$ cat config.mk
export PLATFORM = sky130hd
export DESIGN_NAME = multi_edge_detector
export DESIGN_NICKNAME = d
export VERILOG_FILES = /design/src/rtl/edge_pkg.sv /design/src/rtl/edge_channel.sv /design/src/rtl/multi_edge_detector.sv
export SDC_FILE = /design/constraint.sdc
export NUM_CORES = 1
export LEC_CHECK = 0
export BUFFER_PORTS_ARGS = -buffer_cell sky130_fd_sc_hd__buf_2
export CAP_MARGIN = 10
export CORE_UTILIZATION = 55
export DETAILED_ROUTE_END_ITERATION = 7
export PLACE_DENSITY = 0.77
export REMOVE_ABC_BUFFERS = 1
export SLEW_MARGIN = 20
export SYNTH_ARGS = -nofsm -noshare
export SYNTH_HDL_FRONTEND = slang
export SYNTH_SLANG_ARGS = --single-unit
$ cat constraint.sdc
create_clock -name clk -period 2 [get_ports clk]
set_input_delay 0.3 -clock clk [delete_from_list [all_inputs] [get_ports clk]]
set_output_delay 0.3 -clock clk [all_outputs]
set_load 0.02 [all_outputs]
$ cat src/rtl/edge_pkg.sv
// Shared definitions for the multi-channel edge detector: edge-mode encodings
// and the counter saturation helper.
package edge_pkg;

    typedef enum logic [1:0] {
        EDGE_NONE = 2'b00,
        EDGE_RISE = 2'b01,
        EDGE_FALL = 2'b10,
        EDGE_BOTH = 2'b11
    } edge_mode_e;

    localparam int unsigned MAX_CNT_WIDTH = 32;

    // All-ones value of a counter of the given width, i.e. its saturation point.
    function automatic logic [MAX_CNT_WIDTH-1:0] cnt_sat_max(input int unsigned width);
        if (width >= MAX_CNT_WIDTH) begin
            return '1;
        end
        return (MAX_CNT_WIDTH'(1) << width) - MAX_CNT_WIDTH'(1);
    endfunction

endpackage

$ cat src/rtl/edge_channel.sv
// One detector channel: synchroniser, edge history, mode-selected hit logic,
// optional pulse register, sticky pending flag and saturating event counter.
module edge_channel
    import edge_pkg::*;
#(
    parameter int SYNC_STAGES    = 2,
    parameter int REGISTERED_OUT = 0,
    parameter int CNT_WIDTH      = 8
) (
    input  logic                 clk,
    input  logic                 reset,
    input  logic                 sig_i,
    input  logic [1:0]           mode_i,
    input  logic                 primed_i,
    input  logic                 clear_i,
    input  logic                 count_clr_i,
    output logic                 edge_pulse_o,
    output logic                 pending_o,
    output logic [CNT_WIDTH-1:0] count_o
);

    localparam logic [CNT_WIDTH-1:0] CNT_MAX = CNT_WIDTH'(cnt_sat_max(CNT_WIDTH));

    logic                 s;
    logic                 last_q;
    logic                 rise;
    logic                 fall;
    logic                 hit;
    logic                 qual;
    logic                 pending_q;
    logic                 pending_d;
    logic [CNT_WIDTH-1:0] cnt_q;
    logic [CNT_WIDTH-1:0] cnt_d;

    generate
        if (SYNC_STAGES == 0) begin : g_nosync
            assign s = sig_i;
        end else begin : g_sync
            logic sync_q [SYNC_STAGES];

            // NOTE: synchroniser flops are reset as well, so s and last start
            // at a known 0 and the priming window fully covers their fill-up.
            always_ff @(posedge clk or negedge reset) begin
                if (!reset) begin
                    for (int k = 0; k < SYNC_STAGES; k++) begin
                        sync_q[k] <= 1'b0;
                    end
                end else begin
                    sync_q[0] <= sig_i;
                    for (int k = 1; k < SYNC_STAGES; k++) begin
                        sync_q[k] <= sync_q[k-1];
                    end
                end
            end

            assign s = sync_q[SYNC_STAGES-1];
        end
    endgenerate

    // NOTE: sequential state uses non-blocking (<=) so every flop samples
    // pre-edge values regardless of statement order.
    always_ff @(posedge clk or negedge reset) begin
        if (!reset) begin
            last_q <= 1'b0;
        end else begin
            last_q <= s;
        end
    end

    assign rise = s & ~last_q;
    assign fall = ~s & last_q;

    // NOTE: hit gets a default before the case so no path can leave it
    // unassigned and infer a latch.
    always_comb begin
        hit = 1'b0;
        case (edge_mode_e'(mode_i))
            EDGE_RISE: hit = rise;
            EDGE_FALL: hit = fall;
            EDGE_BOTH: hit = rise | fall;
            default:   hit = 1'b0;
        endcase
    end

    assign qual = hit & primed_i;

    generate
        if (REGISTERED_OUT != 0) begin : g_reg_out
            logic pulse_q;

            always_ff @(posedge clk or negedge reset) begin
                if (!reset) begin
                    pulse_q <= 1'b0;
                end else begin
                    pulse_q <= qual;
                end
            end

            assign edge_pulse_o = pulse_q;
        end else begin : g_mealy_out
            assign edge_pulse_o = qual;
        end
    endgenerate

    // A new event outranks a coincident clear so it is never lost.
    always_comb begin
        pending_d = pending_q;
        if (clear_i) begin
            pending_d = 1'b0;
        end
        if (qual) begin
            pending_d = 1'b1;
        end
    end

    always_comb begin
        cnt_d = cnt_q;
        if (count_clr_i) begin
            cnt_d = qual ? CNT_WIDTH'(1) : '0;
        end else if (qual && (cnt_q != CNT_MAX)) begin
            cnt_d = cnt_q + CNT_WIDTH'(1);
        end
    end

    always_ff @(posedge clk or negedge reset) begin
        if (!reset) begin
            pending_q <= 1'b0;
            cnt_q     <= '0;
        end else begin
            pending_q <= pending_d;
            cnt_q     <= cnt_d;
        end
    end

    assign pending_o = pending_q;
    assign count_o   = cnt_q;

endmodule

$ cat src/rtl/multi_edge_detector.sv
// Multi-channel edge detector: per-channel detectors plus shared priming
// counter, irq aggregation and the count readback mux.
module multi_edge_detector
    import edge_pkg::*;
#(
    parameter int CHANNELS       = 4,
    parameter int SYNC_STAGES    = 2,
    parameter int REGISTERED_OUT = 0,
    parameter int CNT_WIDTH      = 8,
    parameter int SEL_W          = 2
) (
    input  logic                  clk,
    input  logic                  reset,
    input  logic [CHANNELS-1:0]   sig,
    input  logic [2*CHANNELS-1:0] mode,
    input  logic [CHANNELS-1:0]   clear,
    input  logic [SEL_W-1:0]      count_sel,
    input  logic                  count_clr,
    output logic [CHANNELS-1:0]   edge_pulse,
    output logic [CHANNELS-1:0]   pending,
    output logic                  irq,
    output logic [CNT_WIDTH-1:0]  count_out,
    output logic                  primed
);

    localparam int PRIME_CYCLES = SYNC_STAGES + 1;
    localparam int PRIME_W      = $clog2(PRIME_CYCLES + 1);

    logic [PRIME_W-1:0]   prime_cnt_q;
    logic [PRIME_W-1:0]   prime_cnt_d;
    logic [CNT_WIDTH-1:0] counts [CHANNELS];

    // Priming holds off events until the synchroniser and history are filled
    // with post-reset samples; it then parks at its terminal count.
    assign primed      = (prime_cnt_q == PRIME_W'(PRIME_CYCLES));
    assign prime_cnt_d = primed ? prime_cnt_q : prime_cnt_q + PRIME_W'(1);

    always_ff @(posedge clk or negedge reset) begin
        if (!reset) begin
            prime_cnt_q <= '0;
        end else begin
            prime_cnt_q <= prime_cnt_d;
        end
    end

    generate
        for (genvar i = 0; i < CHANNELS; i++) begin : g_ch
            logic ch_count_clr;

            assign ch_count_clr = count_clr && (count_sel == SEL_W'(i));

            edge_channel #(
                .SYNC_STAGES   (SYNC_STAGES),
                .REGISTERED_OUT(REGISTERED_OUT),
                .CNT_WIDTH     (CNT_WIDTH)
            ) u_ch (
                .clk          (clk),
                .reset        (reset),
                .sig_i        (sig[i]),
                .mode_i       (mode[2*i+1:2*i]),
                .primed_i     (primed),
                .clear_i      (clear[i]),
                .count_clr_i  (ch_count_clr),
                .edge_pulse_o (edge_pulse[i]),
                .pending_o    (pending[i]),
                .count_o      (counts[i])
            );
        end
    endgenerate

    assign irq = |pending;

    // Out-of-range selects read as zero.
    always_comb begin
        count_out = '0;
        for (int i = 0; i < CHANNELS; i++) begin
            if (count_sel == SEL_W'(i)) begin
                count_out = counts[i];
            end
        end
    end

endmodule

==> reports/results.tsv, run 1 <==
stage	metric	value	unit
layout	Layout fillers	361	
clock_tree	cts bufs inserted	5	
pwr	maximum vdd ir drop	0.5354	mV
critical_path	CP delay by family, top	compound AO/OA/AOI/OAI gates	
layout	count of non-filler cells in the finished layout	411	
clock_tree	TritonCTS clock tree	built	
run	Max-cap violations	0	
clock_tree	worst-case clock buffer depth	2	
layout	Nets	377	
critical_path	critical path's slowest cell	a311o_2	
sta	post-route minimum period	2070	ps
global_routing	GRT Util Overall	25.89	%
critical_path	Critical path buffers and inverters	2	
global_routing	first-pass GRT wire length	10830	um
sta	Worst Max-Slew Pin Slew	793.9	ps
critical_path	Crit path required time	1700	ps
logic_synthesis	Seq/Total Area, Yosys	43.54	%
global_routing	largest net degree at the start of global routing	33	
critical_path	last element of the critical path	edge_pulse[1]	
clock_tree	Root Driver	clkbuf_8	
layout	Syn-to-layout area delta	21.55	%
critical_path	CP cell instances	ha_1 > nand2b_4 > a311o_2 > inv_2 > buf_6	
critical_path	critical path type	reg2out	
routing	vias	2579	
layout	Reg area	1251	um2
sta	Max Fclk	483.2	MHz
layout	area occupied by multi-input gates	1491	um2
clock_tree	H-tree Lvls	2	
critical_path	RR Startpoint	g_ch[1].u_ch.s$_DFF_PN0_	
global_routing	gr ovfl total	0	
pwr	clock group share of total power	26.0	%
logic_synthesis	Synth top cells by count	dfrtp_1, inv_1, nand2_1	
placed_design	GP Congestion	0.8645	
logic_synthesis	Synth Register Bits	50	
placed_design	placed cell count	386	
placed_design	IO Port Bufs	38	
logic_synthesis	Synth Warn #	0	
routing	Via-to-Cell Ratio	6.275	
logic_synthesis	asr flop ratio synth	100.0	%
worst_hold_path	Hold/Removal Path Class	in2async	
critical_path	crit path from	g_ch[1].u_ch.s$_DFF_PN0_	
sta	Worst Slack Setup Final	-69.57	ps
critical_path	Worst Reg-to-Reg Cells	6	
pwr	Int Pwr	1.868	mW
floorplanning	starting density of the core	58.90	%
clock_tree	worst-skew pair later-pin latency	310	ps
logic_synthesis	Yosys top cell by area	dfrtp_1	
critical_path	slowest stage delay, CP	420	ps
routing	antenna-violating nets left	0	
routing	first drt pass iteration count	5	
critical_path	startpoint type of the worst setup path	flip-flop	
outcome	outcome	finished with violations	
sta	relative slew slack	46.66	%
layout	ant diodes	0	
layout	layout cells sized above 1	31.40	%
floorplanning	Die Y	74.29	um
floorplanning	die area	5518	um2
critical_path	crit end category	primary output	
pwr	combinational power share	25.5	%
critical_path	Critical Path AT	1770	ps
sta	Pins Over Slew Limit	0	
routing	first-iteration detailed-routing DRC count	203	
routing	# DRC	0	
critical_path	WP depth	5	
global_routing	initial antenna violation count	0	
placed_design	DP HPWL	4700	um
floorplanning	Core Region	4880	um2
pwr	Leakage	1.590	nW
layout	post-route cell area	3493	um2
critical_path	Reg-to-Reg End	g_ch[1].u_ch.count_o[7]$_DFFE_PN0P_	
clock_tree	clk slew on worst S/H paths	100	ps
floorplanning	Die Wd	74.29	um
routing	final wirelength	6701	um
logic_synthesis	share of the synthesized area in the top cell type	43.54	%
routing	DR WL/cell	16.30	um
global_routing	vias in the first global route	2372	
floorplanning	io pins	39	
sta	period utilisation layout	103.5	%
logic_synthesis	Netlist cell types	48	
logic_synthesis	EDFF count, synth	0	
floorplanning	row cnt	25	
outcome	failing checks	negative setup slack	
sta	setup violators final	7	
pwr	Seq pwr share	48.5	%
sta	Clock Skews	10.05	ps
pwr	NetSw	916.5	uW
logic_synthesis	most common cell in the netlist	dfrtp_1	
logic_synthesis	Mapped Avg Cell Area	10.12	um2
pwr	Sw Share	32.91	%
logic_synthesis	largest cells by area after synthesis	dfrtp_1, mux4_2, ha_1, a21oi_1, inv_1	
logic_synthesis	commonest register cell after synthesis	dfrtp_1	
pwr	P per Cell Area	797.1	nW/um2
sta	RSZ-0062 raised after global routing	yes	
critical_path	R2R Setup Slk	-60	ps
placed_design	Area after DPL	3147	um2
logic_synthesis	Mapped Area	2874	um2
critical_path	Worst Path Max Fanout	3	
sta	Final Hold Vio Count	0	
clock_tree	Clock Sinks	50	
logic_synthesis	post-synthesis cell count	284	
==> power groups by stage <==
stage	clock network, mW	logic (mW)	registers (mW)
after floorplan	0	0.407	1.30
after global placement	0	0.606	1.36
after detailed placement	0	0.623	1.36
after CTS	0.752	0.672	1.34
after global routing	0.779	0.785	1.37
final	0.724	0.711	1.35
==> cell type report <==
class	count	share of cell area, %
sequential	50	35.82
tap	67	2.400
clock inverter	3	1.361
multi-input combinational	195	42.69
timing repair buffer	69	13.25
inverter	22	2.507
clock buffer	5	1.970
==> stage by stage <==
| step | power [mW] | hold WS [ps] | setup TNS, ps | util [%] | setup slack [ps] |
|---|---|---|---|---|---|
| 3_3_place_gp | 1.964 | 333.3 | 0 | 64.49 | 50.77 |
| 3_5_place_dp | 1.985 | 341.1 | -7.682 | 64.49 | -4.803 |
| 4_1_cts | 2.766 | 44.15 | -28.20 | 69.33 | -17.66 |
| 6_report | 2.785 | 31.05 | -379.8 | 71.59 | -69.57 |
| 2_1_floorplan | 1.711 | 4.409 | -849.2 | - | -244.6 |
| 5_1_grt | 2.936 | 76.25 | -1165 | 71.59 | -133.6 |
==> logic make-up after synthesis <==
logic type	synth area share [%]
DFF	43.54
AOI/OAI and AO/OA	18.24
adders and majority gates	5.660
buffers and inverters	6.573
muxes	7.357
xor gates and xnor gates	0.3048
and+or+nand+nor	18.33
==> cells in the final DEF, fill, tap and decap left out, drive strengths merged, types with 6 or more instances in the layout <==
cell type / instances
nand2: 22
dfrtp: 50
mux4: 8
and3: 7
inv: 23
buf: 69
or4: 6
o31ai: 9
o21ai: 7
o311ai: 6
nand2b: 10
nand3: 14
ha: 13
a21oi: 18
nor2: 12
o211ai: 8
==> layer usage <==
| metal | up-vias | global-route usage, % | part of all wire [%] | wire [um] |
|---|---|---|---|---|
| li1 | 1196 | - | - | - |
| met1 | 1281 | 32.69 | 42 | 2829 |
| met2 | 82 | 44.34 | 51 | 3446 |
| met3 | 20 | 3.794 | 4.5 | 303 |
| met4 | 0 | 11.53 | 1.8 | 121 |
| met5 | - | 0 | 0 | 0 |
==> flip-flops by register name (all words and copies together), names as in the netlist <==
name,count
g_ch.u_ch.count_o,32
g_ch.u_ch.g_sync.sync_q,4
g_ch.u_ch.last_q,4
g_ch.u_ch.pending_o,4
g_ch.u_ch.s,4
prime_cnt_q,2
==> how the worst min path moves through the flow <==
stage / to / start / cells after the start / slack, ps
final: g_ch[1].u_ch.last_q$_DFF_PN0_ / reset / 1 / 30
after global routing: g_ch[0].u_ch.last_q$_DFF_PN0_ / reset / 1 / 80
after CTS: g_ch[1].u_ch.last_q$_DFF_PN0_ / reset / 1 / 40
after detailed placement: g_ch[1].u_ch.s$_DFF_PN0_ / g_ch[1].u_ch.g_sync.sync_q[1]$_DFF_PN0_ / 0 / 340
after global placement: g_ch[3].u_ch.s$_DFF_PN0_ / g_ch[3].u_ch.g_sync.sync_q[1]$_DFF_PN0_ / 0 / 330
after floorplan: g_ch[0].u_ch.count_o[0]$_DFFE_PN0P_ / reset / 0 / 4
==> what timing repair did <==
item                       CTS  global route
setup buffers               10             7
pin swaps                    8            18
setup endpoints to repair    7            16
hold buffers                 0             0
resized for setup           20            18
(Power assumes the default switching activity.)
==> run 2: changes to the inputs <==
- ABC_AREA: default -> 1
- CAP_MARGIN: 10 -> 15
- CTS_BUF_LIST: default -> sky130_fd_sc_hd__clkbuf_2 sky130_fd_sc_hd__clkbuf_4 sky130_fd_sc_hd__clkbuf_8
- PLACE_DENSITY: 0.77 -> 0.76
==> reports/results.tsv, run 2 <==
stage	metric	value	unit
clock_tree	Post-CTS Setup Inserts	0	
logic_synthesis	EDFF count, synth	0	
sta	RSZ-0062 raised after global routing	no	
global_routing	gr ovfl total	0	
clock_tree	worst-case clock buffer depth	2	
pwr	NetSw	1.114	mW
placed_design	GP Congestion	0.8995	
routing	# DRC	0	
routing	first drt pass iteration count	4	
placed_design	DP HPWL	5202	um
floorplanning	die area	6264	um2
pwr	maximum vdd ir drop	0.4678	mV
routing	Via-to-Cell Ratio	5.163	
logic_synthesis	Yosys top cell by area	dfrtp_1	
critical_path	slowest stage delay, CP	380	ps
sta	Total Neg Setup Slack	0	ps
layout	Reg area	1251	um2
clock_tree	worst-skew pair later-pin latency	300	ps
clock_tree	TritonCTS clock tree	built	
global_routing	vias in the first global route	2741	
logic_synthesis	post-synthesis mux area share	0	%
logic_synthesis	share of the synthesized area in the top cell type	38.23	%
logic_synthesis	largest family of logic cells by synthesized area	simple AND/OR/NAND/NOR gates	
sta	period utilisation layout	93.61	%
sta	relative slew slack	58.22	%
critical_path	Worst Path Max Fanout	5	
logic_synthesis	xor and xnor area share after synthesis	2.141	%
global_routing	GRT Util Overall	24.46	%
logic_synthesis	most common cell in the netlist	nand2_1	
critical_path	Crit path required time	1700	ps
sta	Worst Max-Slew Pin Slew	626.7	ps
worst_hold_path	Hold/Removal Path Class	in2async	
global_routing	initial antenna violation count	0	
pwr	clock group share of total power	24.2	%
logic_synthesis	Mapped Avg Cell Area	7.085	um2
logic_synthesis	Synth Area in Compound Gates	4.817	%
sta	post-route minimum period	1872	ps
critical_path	Critical path buffers and inverters	3	
pwr	Int Pwr	1.914	mW
floorplanning	Die Wd	79.15	um
logic_synthesis	Mapped Area	3273	um2
layout	most frequent cells in the layout	nand2_1, inv_1, nand3_1	
placed_design	Area after DPL	3450	um2
layout	Layout fillers	491	
floorplanning	row cnt	27	
layout	Syn-to-layout area delta	8.830	%
routing	antenna-violating nets left	0	
routing	final wirelength	6832	um
sta	Pins Over Slew Limit	0	
clock_tree	clk slew on worst S/H paths	90	ps
pwr	Leakage	1.926	nW
pwr	Seq pwr share	47.9	%
critical_path	critical path type	reg2out	
critical_path	Critical Path AT	1570	ps
logic_synthesis	asr flop ratio synth	100.0	%
critical_path	crit path from	prime_cnt_q[0]$_DFFE_PN0N_	
clock_tree	cts bufs inserted	5	
critical_path	CP cell instances	ha_1 > inv_2 > a21oi_2 > nand2_1 > inv_1 > buf_2	
clock_tree	hold-fix buffers at CTS	0	
layout	ant diodes	0	
outcome	outcome	finished clean	
layout	post-route cell area	3562	um2
sta	Clock Skews	6.891	ps
floorplanning	Die Y	79.15	um
placed_design	IO Port Bufs	38	
pwr	combinational power share	27.9	%
global_routing	largest net degree at the start of global routing	51	
pwr	P per Cell Area	850.1	nW/um2
logic_synthesis	post-synthesis cell count	462	
critical_path	critical path's slowest cell	dfrtp_1	
critical_path	RR Startpoint	g_ch[0].u_ch.count_o[0]$_DFFE_PN0P_	
logic_synthesis	Netlist cell types	28	
logic_synthesis	Synth top cells by count	nand2_1, inv_1, nand3_1	
routing	vias	2922	
logic_synthesis	Synth Area in Adders	4.969	%
floorplanning	io pins	39	
layout	layout cells sized above 1	15.79	%
logic_synthesis	largest cells by area after synthesis	dfrtp_1, nand2_1, nand3_1, inv_1, ha_1	
critical_path	CP delay by family, top	flip-flops	
global_routing	first-pass GRT wire length	12030	um
layout	Nets	528	
floorplanning	starting density of the core	58.37	%
logic_synthesis	Synth Register Bits	50	
layout	most common cell after layout, fill and taps aside	nand2_1	
sta	Max Fclk	534.1	MHz
logic_synthesis	commonest register cell after synthesis	dfrtp_1	
routing	first-iteration detailed-routing DRC count	160	
critical_path	crit end category	primary output	
clock_tree	H-tree Lvls	2	
clock_tree	Clock Sinks	50	
run	Max-cap violations	0	
sta	setup violators final	0	
floorplanning	Core Region	5608	um2
clock_tree	Root Driver	clkbuf_8	
layout	max FFs per register	32	
clock_tree	Post-CTS Resized	0	
logic_synthesis	Seq/Total Area, Yosys	38.23	%
pwr	Sw Share	36.78	%
logic_synthesis	Post-Synth Simple-Gate Area	38.65	%
logic_synthesis	Synth Warn #	0	
sta	Final Hold Vio Count	0	
layout	area occupied by multi-input gates	1655	um2
critical_path	startpoint type of the worst setup path	flip-flop	
routing	DR WL/cell	12.07	um
==> run 2: changes by cell type in the layout (fill, tap and decap cells not counted), sizes merged, moves of 10 or more <==
cell,delta
nor2,+37
inv,+45
nand2b,-10
nand3,+50
nand2,+136
buf,-30
==> run 2: cell type report <==
cell class | count | share of cell area [%]
timing repair buffer | 39 | 5.550
multi-input combinational | 330 | 46.47
sequential | 50 | 35.12
tap | 72 | 2.529
clock inverter | 1 | 0.8430
clock buffer | 6 | 2.318
inverter | 68 | 7.165
==> run 2: cell families (layout without fill, tap and decap cells) <==
group | Yosys count | in the layout
xor gates and xnor gates | 8 | 8
adders and majority gates | 13 | 13
buffers and inverters | 82 | 114
AOI/OAI and AO/OA | 27 | 27
and+or+nand+nor | 282 | 282
DFF | 50 | 50
==> run 2: routing by layer <==
metal | global-route usage [%] | up-vias | wire length (um)
met1 | 32.67 | 1339 | 3246
met5 | 0 | - | 0
li1 | - | 1500 | -
met2 | 39.22 | 62 | 3137
met3 | 4.368 | 21 | 248
met4 | 9.818 | 0 | 199
==> run 2: through the flow <==
stage / setup slack, ps / hold slack, ps / total power [mW] / util (%) / cells
3_5_place_dp: 461.7 / 339.4 / 2.309 / 61.51 / 559
2_1_floorplan: 511.2 / 4.409 / 2.026 / - / 448
4_1_cts: 109.2 / 89.31 / 3.045 / 63.52 / 566
3_3_place_gp: 449.0 / 333.0 / 2.294 / 61.51 / 559
5_1_grt: 15.63 / 87.45 / 3.249 / 63.52 / 566
6_report: 127.9 / 97.29 / 3.028 / 63.52 / 566
==> run 2: path summary, 6_finish.rpt <==
path | slack [ps] | cells after the start | end
min reg2reg | 360 | 0 | g_ch[3].u_ch.s$_DFF_PN0_
max in group asynchronous | 1480 | 2 | g_ch[3].u_ch.count_o[1]$_DFFE_PN0P_
max | 130 | 6 | edge_pulse[2]
max reg2reg | 440 | 8 | g_ch[0].u_ch.count_o[3]$_DFFE_PN0P_
min | 100 | 2 | g_ch[1].u_ch.count_o[6]$_DFFE_PN0P_
min in group clk | 100 | 1 | g_ch[2].u_ch.g_sync.sync_q[1]$_DFF_PN0_
==> run 2: power groups by stage <==
stage               registers, mW  clock network [mW]  logic (mW)
floorplan                    1.40                   0       0.623
global placement             1.46                   0       0.838
detailed placement           1.46                   0       0.846
CTS                          1.44               0.753       0.851
global route                 1.48               0.785       0.984
finish                       1.45               0.732       0.846
